==> src/rtl/rdata_pack_pkg.sv <==
// Shared types and helpers for the AHB-to-APB read packing sequencer:
// FSM state enum, slice-count derivation and the requested-beat clamp.
package rdata_pack_pkg;

    typedef enum logic [1:0] {
        IDLE   = 2'd0,
        SETUP  = 2'd1,
        ACCESS = 2'd2,
        DONE   = 2'd3
    } state_e;

    function automatic int calc_num_beats(input int ahb_dw, input int apb_dw);
        return ahb_dw / apb_dw;
    endfunction

    // Zero or an oversize request means a full-width read of every slice.
    function automatic int clamp_last_idx(input int beats, input int num_beats);
        int last_idx;
        if ((beats == 0) || (beats > num_beats)) begin
            last_idx = num_beats - 1;
        end else begin
            last_idx = beats - 1;
        end
        return last_idx;
    endfunction

endpackage

==> src/rtl/rdata_beat_cnt.sv <==
// Beat index counter for the read packer: load/increment, last-beat flag,
// and the one-hot slice load decode qualified by a beat strobe.
module rdata_beat_cnt #(
    parameter int NUM_BEATS = 4,
    parameter int IDX_W     = 2
) (
    input  logic                 clk,
    input  logic                 rst,
    input  logic                 load,
    input  logic [IDX_W-1:0]     last_in,
    input  logic                 inc,
    input  logic                 strobe,
    output logic [IDX_W-1:0]     idx,
    output logic                 is_last,
    output logic [NUM_BEATS-1:0] onehot
);

    logic [IDX_W-1:0] idx_r;
    logic [IDX_W-1:0] last_r;

    // Index and final-index registers.
    always_ff @(posedge clk or negedge rst) begin
        if (!rst) begin
            idx_r  <= {IDX_W{1'b0}};
            last_r <= {IDX_W{1'b0}};
        end else if (load) begin
            idx_r  <= {IDX_W{1'b0}};
            last_r <= last_in;
        end else if (inc) begin
            idx_r  <= idx_r + IDX_W'(1);
        end else begin
            idx_r  <= idx_r;
        end
    end

    // One-hot decode, only while a beat is being acknowledged.
    always_comb begin
        onehot = {NUM_BEATS{1'b0}};
        for (int i = 0; i < NUM_BEATS; i++) begin
            onehot[i] = strobe && (idx_r == IDX_W'(i));
        end
    end

    assign idx     = idx_r;
    assign is_last = (idx_r == last_r);

endmodule

==> src/rtl/rdata_pack_ctrl.sv <==
// Splits one wide AHB read into a burst of APB read beats with per-slice load
// strobes. Optional PSLVERR early-abort is enabled by RDATA_PACK_SLVERR_EN.
module rdata_pack_ctrl
    import rdata_pack_pkg::*;
#(
    parameter  int AHB_DW    = 32,
    parameter  int APB_DW    = 8,
    parameter  int AW        = 32,
    localparam int NUM_BEATS = calc_num_beats(AHB_DW, APB_DW),
    localparam int BEATS_W   = $clog2(NUM_BEATS) + 1
) (
    input  logic                 clk,
    input  logic                 rst,
    input  logic                 i_start,
    input  logic [AW-1:0]        i_addr,
    input  logic [BEATS_W-1:0]   i_beats,
    input  logic                 i_pready,
    input  logic                 i_pslverr,
    output logic                 o_psel,
    output logic                 o_penable,
    output logic [AW-1:0]        o_paddr,
    output logic [NUM_BEATS-1:0] o_load,
    output logic                 o_busy,
    output logic                 o_done,
    output logic                 o_err
);

    localparam int            IDX_W = (NUM_BEATS > 1) ? $clog2(NUM_BEATS) : 1;
    localparam logic [AW-1:0] STEP  = AW'(APB_DW / 8);

    state_e               state_r;
    state_e               state_s;
    logic [AW-1:0]        base_r;
    logic                 cnt_load_s;
    logic                 cnt_inc_s;
    logic                 beat_ack_s;
    logic                 is_last_s;
    logic                 err_hit_s;
    logic [IDX_W-1:0]     idx_s;
    logic [IDX_W-1:0]     last_idx_s;

    assign beat_ack_s = (state_r == ACCESS) && i_pready;
    assign last_idx_s = IDX_W'(clamp_last_idx(int'(i_beats), NUM_BEATS));

    rdata_beat_cnt #(
        .NUM_BEATS (NUM_BEATS),
        .IDX_W     (IDX_W)
    ) u_beat_cnt (
        .clk     (clk),
        .rst     (rst),
        .load    (cnt_load_s),
        .last_in (last_idx_s),
        .inc     (cnt_inc_s),
        .strobe  (beat_ack_s),
        .idx     (idx_s),
        .is_last (is_last_s),
        .onehot  (o_load)
    );

`ifdef RDATA_PACK_SLVERR_EN
    logic err_r;

    assign err_hit_s = beat_ack_s && i_pslverr;

    // Sticky error flag, cleared when a new request is accepted.
    always_ff @(posedge clk or negedge rst) begin
        if (!rst) begin
            err_r <= 1'b0;
        end else if (cnt_load_s) begin
            err_r <= 1'b0;
        end else if (err_hit_s) begin
            err_r <= 1'b1;
        end else begin
            err_r <= err_r;
        end
    end

    assign o_err = (state_r == DONE) && err_r;
`else
    logic unused_pslverr_s;

    assign unused_pslverr_s = i_pslverr;
    assign err_hit_s        = 1'b0;
    assign o_err            = 1'b0;
`endif

    // State and latched base address.
    always_ff @(posedge clk or negedge rst) begin
        if (!rst) begin
            state_r <= IDLE;
            base_r  <= {AW{1'b0}};
        end else begin
            state_r <= state_s;
            base_r  <= cnt_load_s ? i_addr : base_r;
        end
    end

    // Next-state and counter control.
    always_comb begin
        state_s    = state_r;
        cnt_load_s = 1'b0;
        cnt_inc_s  = 1'b0;
        case (state_r)
            IDLE: begin
                if (i_start) begin
                    state_s    = SETUP;
                    cnt_load_s = 1'b1;
                end else begin
                    state_s    = IDLE;
                end
            end
            SETUP: begin
                state_s = ACCESS;
            end
            ACCESS: begin
                if (!i_pready) begin
                    state_s = ACCESS;
                end else if (is_last_s || err_hit_s) begin
                    state_s = DONE;
                end else begin
                    state_s   = SETUP;
                    cnt_inc_s = 1'b1;
                end
            end
            DONE: begin
                state_s = IDLE;
            end
            default: begin
                state_s = IDLE;
            end
        endcase
    end

    // Address wraps modulo 2^AW; driven to zero outside the APB transfer.
    assign o_psel    = (state_r == SETUP) || (state_r == ACCESS);
    assign o_penable = (state_r == ACCESS);
    assign o_paddr   = o_psel ? (base_r + (AW'(idx_s) * STEP)) : {AW{1'b0}};
    assign o_busy    = (state_r != IDLE);
    assign o_done    = (state_r == DONE);

endmodule

==> config.mk <==
export PLATFORM = sky130hd
export DESIGN_NAME = rdata_pack_ctrl
export DESIGN_NICKNAME = d
export VERILOG_FILES = /design/src/rtl/rdata_pack_pkg.sv /design/src/rtl/rdata_beat_cnt.sv /design/src/rtl/rdata_pack_ctrl.sv
export SDC_FILE = /design/constraint.sdc
export NUM_CORES = 1
export LEC_CHECK = 0
export CORE_ASPECT_RATIO = 1.25
export CORE_MARGIN = 1
export CORE_UTILIZATION = 38
export CTS_CLUSTER_DIAMETER = 60
export DETAILED_ROUTE_END_ITERATION = 16
export GPL_TIMING_DRIVEN = 0
export PLACE_DENSITY = 0.68
export SYNTH_ARGS = -nofsm -noshare
export SYNTH_HDL_FRONTEND = slang
export SYNTH_SLANG_ARGS = --single-unit
==> constraint.sdc <==
create_clock -name clk -period 3.4 [get_ports clk]
set_clock_uncertainty 0.05 [all_clocks]
set_input_delay 0.68 -clock clk [delete_from_list [all_inputs] [get_ports clk]]
set_output_delay 0.68 -clock clk [all_outputs]
set_load 0.01 [all_outputs]
Yosys cells after proc, flatten, opt, wreduce, memory -nomap -nowiden
Index checks and enable logic that the tools add are counted.
W data, S select, Z words.
{ "op_classes": {"reduce_logical": 12, "n_lt_le_gt_ge": 1, "mux": 13, "n_eq_ne": 7, "add_sub_neg": 3} }
{ "ops": {"columns": ["operator", "n"], "rows": [
  ["$add A32 B2 Y32", 1],
  ["$mux W32", 1],
  ["$mux W2", 5],
  ["$eq A2 B2 Y1 const B", 4],
  ["$pmux W2 S4", 1],
  ["$mux W1", 6],
  ["$logic_and A1 B1 Y1", 5],
  ["$eq A2 B1 Y1 const B", 2],
  ["$logic_not A2 Y1", 2],
  ["$reduce_bool A2 Y1", 2],
  ["$gt A3 B3 Y1 const B", 1],
  ["$logic_not A3 Y1", 1],
  ["$add A2 B1 Y2 const B", 1],
  ["$eq A2 B2 Y1", 1],
  ["$logic_or A1 B1 Y1", 2],
  ["$sub A2 B1 Y2 const B", 1]
]} }
{ "totals": {"input_bits": 40, "ff_bits": 38} }

Logic depth before layout (Yosys ltp)
Gate-level depths: netlist of run 1.
{ "depth": {"ltp_word": 6, "ltp_mapped": 7} }

Hierarchy
From an unflattened synthesis of run 1, not the netlist that was laid out.
{ "unflattened": {"cells_unflattened": 271, "area_unflattened_um2": 2532.4} }
{ "by_module_without_submodules": {"columns": ["module", "seq_area_each_um2", "cells_each", "instances", "area_each_um2"], "rows": [
  ["rdata_pack_ctrl", 850.8, 248, 1, 2272.2],
  ["rdata_beat_cnt", 100.1, 23, 1, 260.2]
]} }

Worst setup path after synthesis of run 1
No wires, ideal clock.
{ "synth_path": {"kind": "flip-flop to output port", "from": "register u_beat_cnt.idx_r[0], in the netlist u_beat_cnt.idx[0]", "to": "output o_paddr[28]", "path_stages_with_launch": 8, "arrival_ps": 2070, "slack_ps": 600, "cell_sequence": "dfrtp_1 > ha_1 > fa_1 > and4_1 > clkbuf_1 > nand2_1 > or4_1 > a21oi_1"} }
{ "synth_between": {"elab_chain_len": 2} }
{ "synth_rtl": {"columns": ["item", "line", "rtl"], "rows": [
  ["start, declared", "rdata_beat_cnt.sv:18", "logic [IDX_W-1:0] idx_r;"],
  ["start signal, assigned", "rdata_beat_cnt.sv:24", "idx_r <= {IDX_W{1'b0}};"],
  ["start signal, assigned", "rdata_beat_cnt.sv:27", "idx_r <= {IDX_W{1'b0}};"],
  ["start signal, assigned", "rdata_beat_cnt.sv:30", "idx_r <= idx_r + IDX_W'(1);"],
  ["$add A32 B2 Y32", "rdata_pack_ctrl.sv:137", "assign o_paddr = o_psel ? (base_r + (AW'(idx_s) * STEP)) : {AW{1'b0}};"],
  ["$mux W32", "rdata_pack_ctrl.sv:137", null],
  ["end, declared", "rdata_pack_ctrl.sv:21", "output logic [AW-1:0] o_paddr,"]
]} }
No other way between the ends.

Worst setup path after layout of run 1
{ "layout_path": {"from": "register base_r[1]", "to": "output o_paddr[19]"} }
{ "layout_between": {"elab_chain_len": 2} }
{ "layout_rtl": {"columns": ["item", "line", "rtl"], "rows": [
  ["start, declared", "rdata_pack_ctrl.sv:33", "logic [AW-1:0] base_r;"],
  ["start signal, assigned", "rdata_pack_ctrl.sv:91", "base_r <= {AW{1'b0}};"],
  ["start signal, assigned", "rdata_pack_ctrl.sv:94", "base_r <= cnt_load_s ? i_addr : base_r;"],
  ["$add A32 B2 Y32", "rdata_pack_ctrl.sv:137", null],
  ["$mux W32", "rdata_pack_ctrl.sv:137", null]
]} }
No other way between the ends.

==> results of run 1 <==
-- power groups by stage --
stage               logic (uW)  registers [uW]  clock network [uW]
floorplan                  980             909                   0
global placement          1740             975                   0
global route              1970            1000                 399
finish                    1790             962                 367
detailed placement        1760             991                   0
CTS                       1750             967                 378
-- repair_timing --
item | 4_1_cts | 5_1_grt
hold buffers | 0 | 0
pin swaps | 0 | 1
setup endpoints to repair | 24 | 18
buffers inserted | 6 | 5
cloned | 0 | 0
hold endpoints to repair | 0 | 0
resized for setup | 29 | 11
-- layer usage --
metal | part of all wire, % | up-vias | track usage, %
met2 | 52 | 54 | 32.9
met4 | 1.1 | 0 | 5.35
met3 | 4.2 | 5 | 3.37
met1 | 43 | 1111 | 22.4
li1 | - | 1134 | -
met5 | 0 | - | 0
-- kinds of logic after synthesis --
group	after synthesis
fa+ha+maj	12
mux	32
simple gates	92
flops	38
xor+xnor	17
other cells	1
compound gates	42
buf+inv	26
-- sequential cells by signal (all words and copies together), names as in the netlist --
| register | flops |
|---|---|
| base_r | 32 |
| state_r | 2 |
| u_beat_cnt.idx | 2 |
| u_beat_cnt.last_r | 2 |
-- cell type report --
cell class | count | area share, %
multi-input combinational | 196 | 41.4
inverter | 11 | 1.15
buffer | 12 | 1.49
timing repair buffer | 89 | 23.3
clock buffer | 8 | 3.06
sequential | 38 | 26.6
tap | 85 | 2.95
-- worst min-delay path by stage --
stage | from | end | depth (start not counted)
after floorplan | rst | base_r[0] | 0
after global placement | base_r[0] | base_r[0] | 1
after detailed placement | base_r[0] | base_r[0] | 1
after CTS | rst | state_r[1] | 1
after global routing | rst | state_r[1] | 1
final | rst | state_r[1] | 1
-- metrics by stage --
step,power [uW],std cells
CTS,3100,435
finish,3120,439
global route,3370,439
floorplan,1890,260
global placement,2710,423
detailed placement,2750,423
-- Yosys cell counts --
cell                       number
sky130_fd_sc_hd__mux2_2        30
sky130_fd_sc_hd__nor2_1        16
sky130_fd_sc_hd__nand4_1        9
sky130_fd_sc_hd__o211ai_1       1
sky130_fd_sc_hd__or3_1          4
sky130_fd_sc_hd__o31ai_1       11
sky130_fd_sc_hd__and3_1         5
sky130_fd_sc_hd__xnor2_1        7
sky130_fd_sc_hd__ha_1          11
sky130_fd_sc_hd__fa_1           1
sky130_fd_sc_hd__or2_2          2
sky130_fd_sc_hd__dfrtp_1       38
sky130_fd_sc_hd__buf_2          2
sky130_fd_sc_hd__and2_1         3
sky130_fd_sc_hd__clkbuf_1       9
sky130_fd_sc_hd__o41ai_1        2
sky130_fd_sc_hd__mux2i_1        2
sky130_fd_sc_hd__nand2_1       14
sky130_fd_sc_hd__nor2b_1        1
sky130_fd_sc_hd__conb_1         1
sky130_fd_sc_hd__xor2_1        10
sky130_fd_sc_hd__nor4_1         2
sky130_fd_sc_hd__nand4_2        1
sky130_fd_sc_hd__buf_1          3
sky130_fd_sc_hd__or4b_1         2
sky130_fd_sc_hd__or4_1         12
sky130_fd_sc_hd__nor3_1         2
sky130_fd_sc_hd__o21ai_0       10
sky130_fd_sc_hd__a21oi_1       17
sky130_fd_sc_hd__nand3_1       12
sky130_fd_sc_hd__and4_1         5
sky130_fd_sc_hd__inv_1         11
sky130_fd_sc_hd__nand2b_1       1
sky130_fd_sc_hd__a31oi_1        1
sky130_fd_sc_hd__buf_4          1
sky130_fd_sc_hd__nor4_2         1
-- worst register-to-register path, cell delays in order, from the launching register on --
cell and delay (ns):
sky130_fd_sc_hd__dfrtp_1 0.39, sky130_fd_sc_hd__inv_1 0.12, sky130_fd_sc_hd__ha_1 0.17, sky130_fd_sc_hd__and2_1 0.12
sky130_fd_sc_hd__clkbuf_1 0.20, sky130_fd_sc_hd__buf_1 0.48, sky130_fd_sc_hd__mux2_2 0.40
==> results.txt, run 1 <==
----------------------------------------------------
[Finish]
  Share of layout cells above drive strength 1 ... 20.9%
  Commonest non-fill, non-tap cells in the layout ... sky130_fd_sc_hd__clkdlybuf4s50_1, sky130_fd_sc_hd__dfrtp_1, sky130_fd_sc_hd__mux2_2, sky130_fd_sc_hd__a21oi_1, sky130_fd_sc_hd__nor2_1
  Area growth from synthesis to final layout ... 43.9%
  Filler cells ... 621
  Multi-input gate area in the final layout ... approximately 1500 um^2
  Commonest non-fill, non-tap cell in the layout ... sky130_fd_sc_hd__clkdlybuf4s50_1
  Storage element area ... 958 um^2
  Share of the core filled with cells ... 57.7%
  Final design area excluding fillers ... 3600 um^2
  Diodes inserted ... 0
  # nets final ... approximately 400

[Yosys]
  Post-synthesis compound-gate area fraction ... 9.95%
  YS warnings ... 0
  Count of cell types in the netlist ... 36
  Arithmetic-cell share of the synthesized area counting full adders, half adders and majority gates ... 6.30%
  Post-synth top area share ... between 30% and 40%
  Synth Net Count ... 312
  Post-Synth XOR/XNOR Area ... 5.95%
  Flip-flop and latch count after synthesis ... 38
  Synthesized area per cell ... between 9 and 10 um^2
  Share of synthesized area occupied by flip-flops and latches ... between 30 and 40%
  Post-synthesis simple-gate area fraction ... a little over a fifth
  Largest family of logic cells by synthesized area ... simple AND/OR/NAND/NOR gates
  Biggest area contributors in the synthesized netlist ... sky130_fd_sc_hd__dfrtp_1, sky130_fd_sc_hd__mux2_2, sky130_fd_sc_hd__ha_1
  Total standard cell area after synthesis ... 2500 um^2
  Multiplexer area fraction after synthesis ... 14.3%
  Synth area leader ... sky130_fd_sc_hd__dfrtp_1
  Post-synthesis cell count ... 260

[STA]
  Transition at the pin with the smallest max-transition slack ... roughly 0.85 ns
  Worst-case headroom to the max-slew limit ... 43.5%
  Final cycle utilization of the critical path ... 95.4%
  RSZ-0062 raised after global routing ... false
  Setup violation total in the final timing report ... 0
  Number of hold violations in the final report ... 0
  Final-report max-slew violation count ... 0
  Post-route worst setup slack ... 0.155 ns
  Final critical delay including setup and external delays ... 3.25 ns
  Min Hold Slack ... 0.422 ns
  Maximum achievable frequency ... 308 MHz
  Final TNS setup ... 0 ns

[Clock network]
  Maximum buffer depth of the clock tree ... 2
  Worst-path clk slew ... 0.08 ns
  Number of H-tree branching levels ... 2
  Clock sink count ... 38
  Num CTS Buffers ... 5
  TritonCTS clock tree ... built
  Worst skew pair latency ... ~0.29 ns
  Buffer type at the clock tree root ... sky130_fd_sc_hd__clkbuf_8

[Power and ir drop]
  Internal Dissipation ... ~1800 uW
  Switching share of total power ... 40.9%
  Part of the total power dissipated in sequential elements ... 30.8%
  Power per cell area ... ~870 nW/um^2
  Proportion of power drawn by the clock network ... 11.7%
  Static power due to leakage ... 0.00147 uW
  Power share of the combinational group ... around 57%
  Net Sw Power ... 1270 uW
  Worst vdd rail ir drop ... 0.000462 V

[Worst setup path]
  Capture point of the critical path ... o_paddr[19]
  Endpoint arrival time on the critical path ... between 2 and 3 ns
  Slowest CP cell ... sky130_fd_sc_hd__or4_1
  Worst setup path startpoint ... base_r[1]
  Critical R2R Launch ... state_r[0]
  Longest individual stage delay on the worst path ... ~0.48 ns
  Worst-path maximum fanout ... 7
  Kind of cell with the highest combined delay on the critical path ... simple AND/OR/NAND/NOR gates
  Levels on crit path ... 6
  Register-to-register setup slack ... 1.37 ns
  R2r endpoint ... base_r[21]
  Worst R2R Path Depth ... 6
  Critical path cell sequence ... ha_1, a21oi_2, or3_4, or4_1, a21oi_1, dlygate4sd2_1
  Required arrival time at the worst endpoint ... 2.67 ns
  Crit end category ... primary output
  Buffer and inverter count on the worst path ... 1
  Type of the worst setup path ... register to primary output
  Worst setup SP type ... register

[Routing]
  Vias per std cell ... 5.25
  Via total after detailed routing ... 2,304
  Wire length per cell after detailed routing ... 14.0 um
  DRT antenna net count ... 0
  Detailed Route WL ... between 6 and 7 mm
  DRC Markers ... 0
  Count of TritonRoute iterations in the first routing pass ... 4
  Violation count after the first detailed-routing iteration ... roughly 110

[Placement]
  Placed cell areas ... 3380 um^2
  Worst Setup Slack post-DPL ... -0.241 ns
  Number of port buffers ... 78
  Final HPWL from detailed placement ... 4.52 mm
  Gp weighted congestion ... between 0.7 and 0.8

[Floorplanning]
  Initial cell density of the core ... 40.1%
  Die Footprint ... just under 7000 um^2
  Floorplan die width ... 74.6 um
  Area of the placeable core ... 6250 um^2
  Number of cell rows ... 32
  I/O Pins ... 81
  Vertical extent of the die ... 92.7 um

[Flow run]
  Max-capacitance violation count ... 0

[Global routing]
  Global Route Usage Sum ... between 10% and 20%
  Vias in the first global route ... 2,223
  Antenna violations before repair ... 0
  Wire length of the first global-routing pass ... roughly 9.9 mm
  Pin count of the biggest net entering global routing ... 39
  Leftover overflow at the end of global routing ... 0

[Outcome]
  Outcome ... complete, no violations

[Min path]
  Min-Delay Path Class ... input port to asynchronous set/reset pin

----------------------------------------------------
Power figures use the tool's default switching activity.
==> run 2, diff against run 1 <==
Settings changed: MAX_ROUTING_LAYER set to met4.
Clock period 3.4 ns to 3.35 ns, I/O delays scaled along.
==> results.txt, run 2 (synthesis results as in run 1) <==
----------------------------------------------------
[Clock network]
  Clock sink count ... 38
  Worst skew pair latency ... 0.29 ns
  TritonCTS clock tree ... built
  Num CTS Buffers ... 5
  Maximum buffer depth of the clock tree ... 2
  Number of H-tree branching levels ... 2
  Hold buffer count at CTS ... 0
  Buffer type at the clock tree root ... sky130_fd_sc_hd__clkbuf_8
  Worst-path clk slew ... approximately 0.08 ns

[Power and ir drop]
  Static power due to leakage ... 0.00145 uW
  Worst vdd rail ir drop ... 0.000476 V
  Power per cell area ... 882 nW/um^2

[Floorplanning]
  Number of cell rows ... 32
  Vertical extent of the die ... 92.7 um
  Floorplan die width ... 74.6 um
  Initial cell density of the core ... approximately two fifths
  I/O Pins ... 81
  Area of the placeable core ... 6250 um^2
  Die Footprint ... 6920 um^2

[STA]
  Transition at the pin with the smallest max-transition slack ... 0.843 ns
  Maximum achievable frequency ... 307 MHz
  Setup violation total in the final timing report ... 0
  Final-report max-slew violation count ... 0
  Number of hold violations in the final report ... 0
  Final critical delay including setup and external delays ... 3.26 ns
  Final cycle utilization of the critical path ... 97.2%
  Worst-case headroom to the max-slew limit ... between 40% and 50%
  Final TNS setup ... 0 ns

[Placement]
  Final HPWL from detailed placement ... 4.52 mm
  Placed cell areas ... 3380 um^2
  Gp weighted congestion ... ~0.75
  Number of port buffers ... 78

[Worst setup path]
  Critical path cell sequence ... nand4_1, or4_1, buf_2, buf_2, o41ai_2, a21oi_1, dlygate4sd2_1
  Crit end category ... primary output
  Slowest CP cell ... sky130_fd_sc_hd__or4_1
  Type of the worst setup path ... register to primary output
  Endpoint arrival time on the critical path ... roughly 2.5 ns
  Cell repeated most along the worst path ... sky130_fd_sc_hd__buf_2
  Required arrival time at the worst endpoint ... 2.63 ns
  Worst-path maximum fanout ... 10
  Register-to-register setup slack ... 1.31 ns
  R2r endpoint ... base_r[21]
  Worst R2R Path Depth ... 6
  Longest individual stage delay on the worst path ... 0.51 ns
  Critical R2R Launch ... state_r[0]
  Worst setup SP type ... register

[Global routing]
  Pin count of the biggest net entering global routing ... 39
  Met1 track demand over resource ... 22.5%
  Wire length of the first global-routing pass ... 9.89 mm
  Antenna violations before repair ... 0
  Global routing usage on met2 ... 32.3%
  Vias in the first global route ... 2,201
  Leftover overflow at the end of global routing ... 0
  Busiest metal layer after global routing ... met2
  Global Route Usage Sum ... a little under a fifth
  GR Util met3 ... around 3.2%

[Finish]
  Reg with most FFs ... base_r
  Area growth from synthesis to final layout ... 44.1%
  Filler cells ... 617
  Commonest non-fill, non-tap cells in the layout ... sky130_fd_sc_hd__clkdlybuf4s50_1, sky130_fd_sc_hd__dfrtp_1, sky130_fd_sc_hd__mux2_2, sky130_fd_sc_hd__nor2_1
  # nets final ... 405
  Diodes inserted ... 0
  Final design area excluding fillers ... between 3000 and 4000 um^2
  Number of flip-flops under the largest register name ... 32
  Share of layout cells above drive strength 1 ... 21.5%
  Commonest non-fill, non-tap cell in the layout ... sky130_fd_sc_hd__clkdlybuf4s50_1

[Min path]
  Min-Delay Path Class ... input port to asynchronous set/reset pin

[Routing]
  DRT antenna net count ... 0
  DRC Markers ... 0
  Count of TritonRoute iterations in the first routing pass ... 4
  Wire length per cell after detailed routing ... 14.1 um
  Violation count after the first detailed-routing iteration ... approximately 100
  Via total after detailed routing ... 2,299
  Detailed Route WL ... between 6 and 7 mm
  Vias per std cell ... 5.24

[Outcome]
  Outcome ... complete, no violations

[Flow run]
  Max-capacitance violation count ... 0

----------------------------------------------------
-- run 2: per-stage QoR --
stage	setup WS [ns]	instances	utilization [%]	hold WS [ns]	power, uW
global placement	-0.264	423	54.3	0.452	2750
CTS	0.00971	431	56.5	0.454	3130
detailed placement	-0.281	423	54.2	0.463	2790
global route	-0.00251	439	57.7	0.499	3440
floorplan	0.560	260	-	0.324	1920
finish	0.0935	439	57.7	0.412	3180
-- run 2: how the worst max path moves through the flow --
stage	from	to	slack, ns	depth (start not counted)
after floorplan	u_beat_cnt.idx[0]	o_paddr[28]	0.56	7
after global routing	base_r[11]	o_paddr[25]	-0.003	7
final	base_r[9]	o_paddr[25]	0.09	7
after global placement	u_beat_cnt.idx[0]	o_paddr[20]	-0.26	8
after CTS	base_r[6]	o_paddr[31]	0.01	7
after detailed placement	u_beat_cnt.idx[0]	o_paddr[28]	-0.28	8
-- run 2: cell type report --
cell class                      count  area [um^2]  area share (%)
Multi-Input combinational cell    196         1500            41.6
Sequential cell                    38          958            26.6
Tap cell                           85          106            2.95
Inverter                           11         41.3            1.15
Clock buffer                        8          110            3.05
Timing Repair Buffer               89          835            23.1
Buffer                             12         53.8            1.49
-- run 2: power by group --
part           switching [uW]  internal (uW)  total [uW]
Sequential                282            695         977
Clock                     163            208         371
Combinational             858            972        1830
Total                    1300           1880        3180
-- run 2: routing by layer --
layer | part of all wire (%) | wire length, um
met5 | 0 | 0
met4 | 1.2 | 75
met3 | 4.4 | 274
met2 | 52 | 3210
met1 | 43 | 2640
-- run 2: worst max-delay path, delay by kind of cell (launching register included) --
kind	cells	cell delay [ns]
simple gates	2	0.65
compound gates	2	0.47
buf+inv	3	0.70
flops	1	0.42
-- run 2: timing repair --
| item | CTS | global route |
|---|---|---|
| gates resized for setup | 33 | 9 |
| hold endpoints to repair | 0 | 0 |
| buffers inserted | 3 | 8 |
| pin swaps | 0 | 1 |
| setup endpoints to repair | 27 | 19 |
==> run 3, diff against run 2 <==
Settings changed: DONT_BUFFER_PORTS set to 1, PLACE_DENSITY 0.68 to unset, SLEW_MARGIN set to 20, TNS_END_PERCENT set to 50.
==> results.txt, run 3 (synthesis results as in run 1) <==
----------------------------------------------------
[STA]
  RSZ-0062 raised after global routing ... false
  Final-report max-slew violation count ... 0
  Worst-case headroom to the max-slew limit ... between 50 and 60%
  Transition at the pin with the smallest max-transition slack ... about 0.65 ns
  Final cycle utilization of the critical path ... 95.8%
  Final critical delay including setup and external delays ... between 3 and 4 ns
  Setup violation total in the final timing report ... 0
  Maximum achievable frequency ... 311 MHz
  Number of hold violations in the final report ... 0

[Clock network]
  Clock sink count ... 38
  Maximum buffer depth of the clock tree ... 2
  Worst-path clk slew ... 0.08 ns
  Num CTS Buffers ... 5
  TritonCTS clock tree ... built
  Buffer type at the clock tree root ... sky130_fd_sc_hd__clkbuf_8
  Number of H-tree branching levels ... 2
  Worst skew pair latency ... 0.29 ns

[Finish]
  Multi-input gate area in the final layout ... 1500 um^2
  Share of layout cells above drive strength 1 ... 23.2%
  Final design area excluding fillers ... approximately 2800 um^2
  Area growth from synthesis to final layout ... 11.2%
  Storage element area ... 956 um^2
  Number of flip-flops under the largest register name ... 32
  # nets final ... 318
  Reg with most FFs ... base_r
  Share of the core filled with cells ... 44.5%
  Commonest non-fill, non-tap cells in the layout ... sky130_fd_sc_hd__dfrtp_1, sky130_fd_sc_hd__mux2_2, sky130_fd_sc_hd__nor2_1, sky130_fd_sc_hd__nand2_1
  Filler cells ... 634
  Commonest non-fill, non-tap cell in the layout ... sky130_fd_sc_hd__dfrtp_1
  Number of standard cells in the layout, taps in and fillers out ... ~350
  Diodes inserted ... 0

[Routing]
  Violation count after the first detailed-routing iteration ... 115
  Vias per std cell ... 5.72
  Via total after detailed routing ... 2,013
  DRC Markers ... 0
  Wire length per cell after detailed routing ... 16.8 um
  DRT antenna net count ... 0
  Count of TritonRoute iterations in the first routing pass ... 4
  Detailed Route WL ... 5.92 mm

[Floorplanning]
  Die Footprint ... 6920 um^2
  Initial cell density of the core ... 40.1%
  Area of the placeable core ... 6250 um^2
  Vertical extent of the die ... ~90 um
  Floorplan die width ... 74.6 um
  I/O Pins ... 81
  Number of cell rows ... 32

[Worst setup path]
  Cell repeated most along the worst path ... sky130_fd_sc_hd__a21oi_2
  Critical path cell sequence ... ha_1, a21oi_2, or3_1, clkbuf_1, or4_1, a21oi_2
  Required arrival time at the worst endpoint ... 2.63 ns
  Type of the worst setup path ... register to primary output
  Endpoint arrival time on the critical path ... roughly 2.5 ns
  Slowest CP cell ... sky130_fd_sc_hd__or4_1
  Worst-path maximum fanout ... 7
  Worst setup SP type ... register
  Longest individual stage delay on the worst path ... 0.53 ns
  Crit end category ... primary output

[Power and ir drop]
  Power per cell area ... 934 nW/um^2
  Static power due to leakage ... roughly 0.0010 uW
  Worst vdd rail ir drop ... 0.000386 V
  Switching share of total power ... 47.6%
  Net Sw Power ... 1240 uW
  Internal Dissipation ... 1360 uW
  Power share of the combinational group ... 48.5%
  Post-layout power ... 2600 uW
  Part of the total power dissipated in sequential elements ... 38.7%
  Proportion of power drawn by the clock network ... between 10% and 20%

[Outcome]
  Outcome ... complete, no violations

[Placement]
  Number of port buffers ... 0
  Final HPWL from detailed placement ... roughly 4.2 mm
  Gp weighted congestion ... about 0.71
  Placed cell count ... 345
  Placed cell areas ... 2610 um^2

[Flow run]
  Max-capacitance violation count ... 0

[Global routing]
  Antenna violations before repair ... 0
  Vias in the first global route ... 1,869
  Leftover overflow at the end of global routing ... 0
  Global Route Usage Sum ... 18.2%
  Pin count of the biggest net entering global routing ... 39
  Wire length of the first global-routing pass ... 9.30 mm

[Min path]
  Min-Delay Path Class ... input port to asynchronous set/reset pin

----------------------------------------------------
==> run 3: repair_timing <==
action,in CTS,in global routing
hold endpoints to repair,0,38
cloned,0,0
hold buffers,0,1
setup endpoints to repair,12,17
buffers inserted,0,0
gates resized for setup,6,13
==> run 3: layout make-up <==
cell class                 count  share of cell area, %
multi-input combinational    196                   54.1
sequential                    38                   34.4
tap                           85                   3.82
clock buffer                   7                   3.10
buffer                        13                   1.98
inverter                      11                   1.48
timing repair buffer           1                  0.990
clock inverter                 1                  0.180
==> run 3: worst max-delay path, delay by kind of cell (launching register included) <==
kind / cells / cell delay, ns
buffers and inverters: 1 / 0.19
flip-flops: 1 / 0.47
adder cells (fa/ha/maj): 1 / 0.32
AND/OR/NAND/NOR: 2 / 0.88
AO/OA/AOI/OAI: 2 / 0.34
==> run 3: final timing paths <==
kind	startpoint	to	slack (ns)	cells after the start
worst max-delay path	u_beat_cnt.idx[1]	o_paddr[17]	0.14	6
worst min-delay path	rst	base_r[0]	0.16	1
worst max register to register	state_r[0]	base_r[21]	1.29	6
worst min register to register	base_r[0]	base_r[0]	0.47	1
max in group asynchronous	rst	base_r[6]	2.89	1
min in group clk	i_start	state_r[0]	0.44	2
==> run 3: power by group through the flow <==
stage               registers (uW)  logic (uW)  clock network (uW)
finish                        1010        1260                 331
global route                  1060        1400                 365
CTS                            996        1220                 344
detailed placement            1000        1200                   0
global placement               995        1180                   0
floorplan                      923         994                   0
==> run 3: metal layers <==
metal	global-route usage (%)	wire length, um	vias to the layer above
met2	26.8	2800	63
met5	-	0	-
met3	4.68	361	5
li1	-	-	965
met4	5.19	67	0
met1	24.4	2690	980
==> run 3: through the flow <==
stage                     hold WS [ns]  setup slack, ns  setup TNS (ns)
after floorplan                  0.324            0.560               0
after global placement           0.325            0.150               0
after detailed placement         0.325           0.0721               0
after CTS                      0.00123          -0.0222         -0.0222
after global routing             0.153           0.0203               0
final                            0.155            0.139               0
==> RTL change 1 (settings of run 2) <==
Add a define of `RDATA_PACK_SLVERR_EN`.
--- a/src/rtl/rdata_pack_ctrl.sv
+++ b/src/rtl/rdata_pack_ctrl.sv
@@ -1,5 +1,7 @@
 // Splits one wide AHB read into a burst of APB read beats with per-slice load
 // strobes. Optional PSLVERR early-abort is enabled by RDATA_PACK_SLVERR_EN.
+`define RDATA_PACK_SLVERR_EN
+
 module rdata_pack_ctrl
     import rdata_pack_pkg::*;
 #(
Formal check against the unedited RTL: not equivalent (a bounded check fails within 4 cycles, from zero or initial values and one cycle with rst low).
==> RTL change 1 against run 2 <==
Worst setup slack lost 0.0096 ns. Total power shrank 7.0%. Area after synthesis grew 2.8%. Routed wire length grew 5.0%. Sequential share of layout area grew 0.13 points. Final area grew 1.7%. Sequential cell count grew 1. Register-to-register slack lost 0.09 ns. Critical path type unchanged. Critical endpoint is now o_paddr[29].
==> RTL change 1: results (changes against run 2) <==
| Metric | Value |
|---|---|
| M3 GR Usage | 2.68% (-0.47 points) |
| Final Non-Filler Cells | 446 (+1.6%) |
| Number of global-route vias before repair | 2221 (+0.91%) |
| DR WL met3 | 254 um (-7.3%) |
| Post-synthesis sequential area ratio | 37.9% (-0.062 points) |
| Max-slew headroom | 40.1% (-3.6 points) |
| Crit path arrival time | 2.55 ns (about the same) |
| Gpl congestion | 0.802 (+7.3%) |
| Switch Pwr | 0.00122 W (-6.1%) |
| I/O Buffers | 80 (+2.6%) |
| Layout cell share with drive strength beyond 1 | 18.4% (-3.1 points) |
| Post-Synthesis Cells | 266 (+2.3%) |
| Synth area leaders | dfrtp_1 38%, mux2_2 13%, ha_1 5.4%, or4_1 3.8%, a21oi_1 3.5% |
| Gr usage total | 19.9% (+0.89 points) |
| M1 WL | 2.91 mm (+10%) |
| Hold WS | 0.445 ns (+0.0338 ns) |
| R2r startpoint | state_r[1] |
| Mean number of vias per cell | 5.25 (+0.27%) |
| Fin nets | 411 (+1.5%) |
| Pin count of the biggest net entering global routing | 40 (+2.6%) |
| GR Util met1 | 24.8% (+2.3 points) |
| Total length of routed wires | 6.50 mm (+5.0%) |
| H-tree levels | 2 (unchanged) |
| Met2 Track Usage GR | 32.8% (+0.53 points) |
| # Post-CTS Setup Buffers | 5 (+2) |
| Worst r2r dst | base_r[22] |
| Routed wl met2 | 3.21 mm (+0.12%) |
| Worst Slack Setup Final | 0.0839 ns (-0.00958 ns) |
| Peak VDD IR | 0.570 mV (+20%) |
| First-pass GRT wire length | 10.4 mm (+5.2%) |
| Crit path from | u_beat_cnt.idx[1] |
| CP top delay family | buffers and inverters |
| Placed inst area | 3480 um2 (+2.7%) |
| CP max stage delay | 0.49 ns (-0.02 ns) |
| P_clk | 0.000326 W (-12%) |
| Mapped Nets | 318 (+1.9%) |
| Worst-path clk slew | 0.08 ns (about the same) |
| DP Worst Slack | -0.162 ns (+0.119 ns) |
| # placed instances | 433 (+2.4%) |
| Clk pwr share | 11.0% (-0.7 points) |
| Hpwl dp | 4.75 mm (+5.1%) |
| Initial drt markers | 109 (+4.8%) |
| Worst setup endpoint | o_paddr[29] |
| Status | completed |
| Static leakage | 1.49 nW (+2.9%) |
| Critical-path top delay cell | clkdlybuf4s50_1 |
| Post-CTS resize count | 29 (-12%) |
==> RTL change 1: cell families after synthesis <==
logic type | Yosys count | share of synthesized area (%)
and+or+nand+nor | 97 | 22.0
AOI/OAI and AO/OA | 46 | 10.7
DFF | 39 | 37.9
muxes | 31 | 13.5
buffers and inverters | 25 | 4.33
xor gates and xnor gates | 16 | 5.45
adders and majority gates | 12 | 6.13
==> RTL change 1: worst reg2reg max path, delay by kind of cell (launching register included) <==
family,cells,cell delay (ns)
adders and majority gates,1,0.16
buffers and inverters,3,0.84
DFF,1,0.43
muxes,1,0.40
and+or+nand+nor,1,0.14
==> RTL change 1: area by class of cell <==
type / count / area, um2
Fill cell: 614 / 2900
Multi-Input combinational cell: 202 / 1550
Sequential cell: 39 / 980
Timing Repair Buffer: 87 / 836
Tap cell: 87 / 109
Clock buffer: 6 / 82.6
Buffer: 12 / 66.3
Inverter: 12 / 45.0
Clock inverter: 1 / 5.00
==> RTL change 2 (config.mk and constraints of run 2) <==
Made on the original files. Re-encode `state_e` (4 states) as one-hot, 4 bits wide.
--- a/src/rtl/rdata_pack_pkg.sv
+++ b/src/rtl/rdata_pack_pkg.sv
@@ -2,11 +2,11 @@
 // FSM state enum, slice-count derivation and the requested-beat clamp.
 package rdata_pack_pkg;
 
-    typedef enum logic [1:0] {
-        IDLE   = 2'd0,
-        SETUP  = 2'd1,
-        ACCESS = 2'd2,
-        DONE   = 2'd3
+    typedef enum logic [3:0] {
+        IDLE   = 4'b0001,
+        SETUP  = 4'b0010,
+        ACCESS = 4'b0100,
+        DONE   = 4'b1000
     } state_e;
 
     function automatic int calc_num_beats(input int ahb_dw, input int apb_dw);
Function: no difference found for any inputs over 10 cycles, from zero or initial values and one cycle with rst low; not proved beyond that.
==> RTL change 2 against run 2 <==
Combinational power decreased by 47%. Worst setup slack better by 0.058 ns. Final area shrank 1.0%. Routed wire length down 1.9%. Sequential cell count is 2 higher. Worst hold slack worse by 0.15 ns. Non-clock buffer count shrank 3. First-iteration DRC count up 9.6%. Area after synthesis shrank 0.75%. Total power shrank 29%. Critical path type unchanged.
==> RTL change 2: results (changes against run 2) <==
| Metric | Value |
|---|---|
| Status | completed |
| Post-Synth XOR/XNOR Area | 11.3% (+5.3 points) |
| Mean number of vias per cell | 4.73 (-9.7%) |
| Initial drt markers | 114 (+9.6%) |
| Worst-path fanout max | 6 (-4) |
| Compound-Gate Fraction of Synth Area | 2.52% (-7.4 points) |
| Fin nets | 456 (+13%) |
| # placed instances | 480 (+13%) |
| Mapped Nets | 364 (+17%) |
| Gr usage total | 20.0% (+1.1 points) |
| Crit path arrival time | 2.48 ns (-0.06 ns) |
| Avg Inst Size Synth | 7.86 um2 (-18%) |
| Cell variety after synth | 35 (-2.8%) |
| Sw Share | 41.4% (+0.38 points) |
| Filler cells | 605 (-1.9%) |
| First-pass GRT wire length | 10.3 mm (+3.8%) |
| Synth Area in Adders | 4.33% (-2.0 points) |
| Vias | 2336 (+1.6%) |
| Synth area leaders | dfrtp_1 39%, nand2_1 16%, xor2_1 7.4%, nor2_1 5.6%, xnor2_1 3.9% |
| Max-slew headroom | 65.4% (+22 points) |
| Post-synthesis sequential area ratio | 40.4% (+2.4 points) |
| Number of global-route vias before repair | 2237 (+1.6%) |
| Multiplexer area fraction after synthesis | 0.403% (-14 points) |
| Placed inst area | 3390 um2 (+0.26%) |
| Gpl congestion | 0.832 (+11%) |
RTL change 2: area by class of cell:
type	instances	area [um2]	share of cell area (%)
tap	85	106	2.98
inverter	12	45.0	1.26
clock inverter	2	10.0	0.281
sequential	40	1000	28.2
multi-input combinational	251	1400	39.3
clock buffer	6	82.6	2.31
buffer	13	57.6	1.61
timing repair buffer	85	858	24.1
RTL change 2: what timing repair did:
action / CTS / global route
setup buffers: 2 / 4
resized for setup: 6 / 9
hold endpoints to repair: 0 / 0
endpoints found under the setup margin: 17 / 20
pin swaps: 2 / 2
hold buffers: 0 / 0
RTL change 2: power by group through the flow:
| stage | clock network, W | registers (W) | logic, W |
|---|---|---|---|
| floorplan | 0 | 0.000907 | 0.000616 |
| global placement | 0 | 0.000951 | 0.000942 |
| detailed placement | 0 | 0.000964 | 0.000959 |
| CTS | 0.000338 | 0.000954 | 0.000967 |
| global route | 0.000365 | 0.000989 | 0.00109 |
| finish | 0.000331 | 0.000952 | 0.000965 |
RTL change 2: worst paths after layout:
check	startpoint	to	cells past startpoint	slack (ns)
max	u_beat_cnt.idx[0]	o_paddr[14]	9	0.15
min	rst	base_r[5]	1	0.26
max reg2reg	state_r[0]	base_r[18]	6	1.39
min reg2reg	base_r[0]	base_r[0]	2	0.44
max in group asynchronous	rst	state_r[0]	2	2.44
min in group clk	base_r[0]	base_r[0]	2	0.44
RTL change 2: per-layer routing:
layer	share of wire, %	global-route usage (%)
met1	45	25.3
met2	51	33.3
met3	3.4	3.37
met4	1.2	4.72
met5	0	-
RTL change 2: critical path, stage by stage, from the launching register on:
cell and delay (ns):
dfrtp_2 0.37, ha_2 0.20, fa_2 0.23, nand4_1 0.09
buf_4 0.18, nor2_1 0.21, nand2_1 0.10, xor2_1 0.15
nor2_1 0.11, clkdlybuf4s50_1 0.56
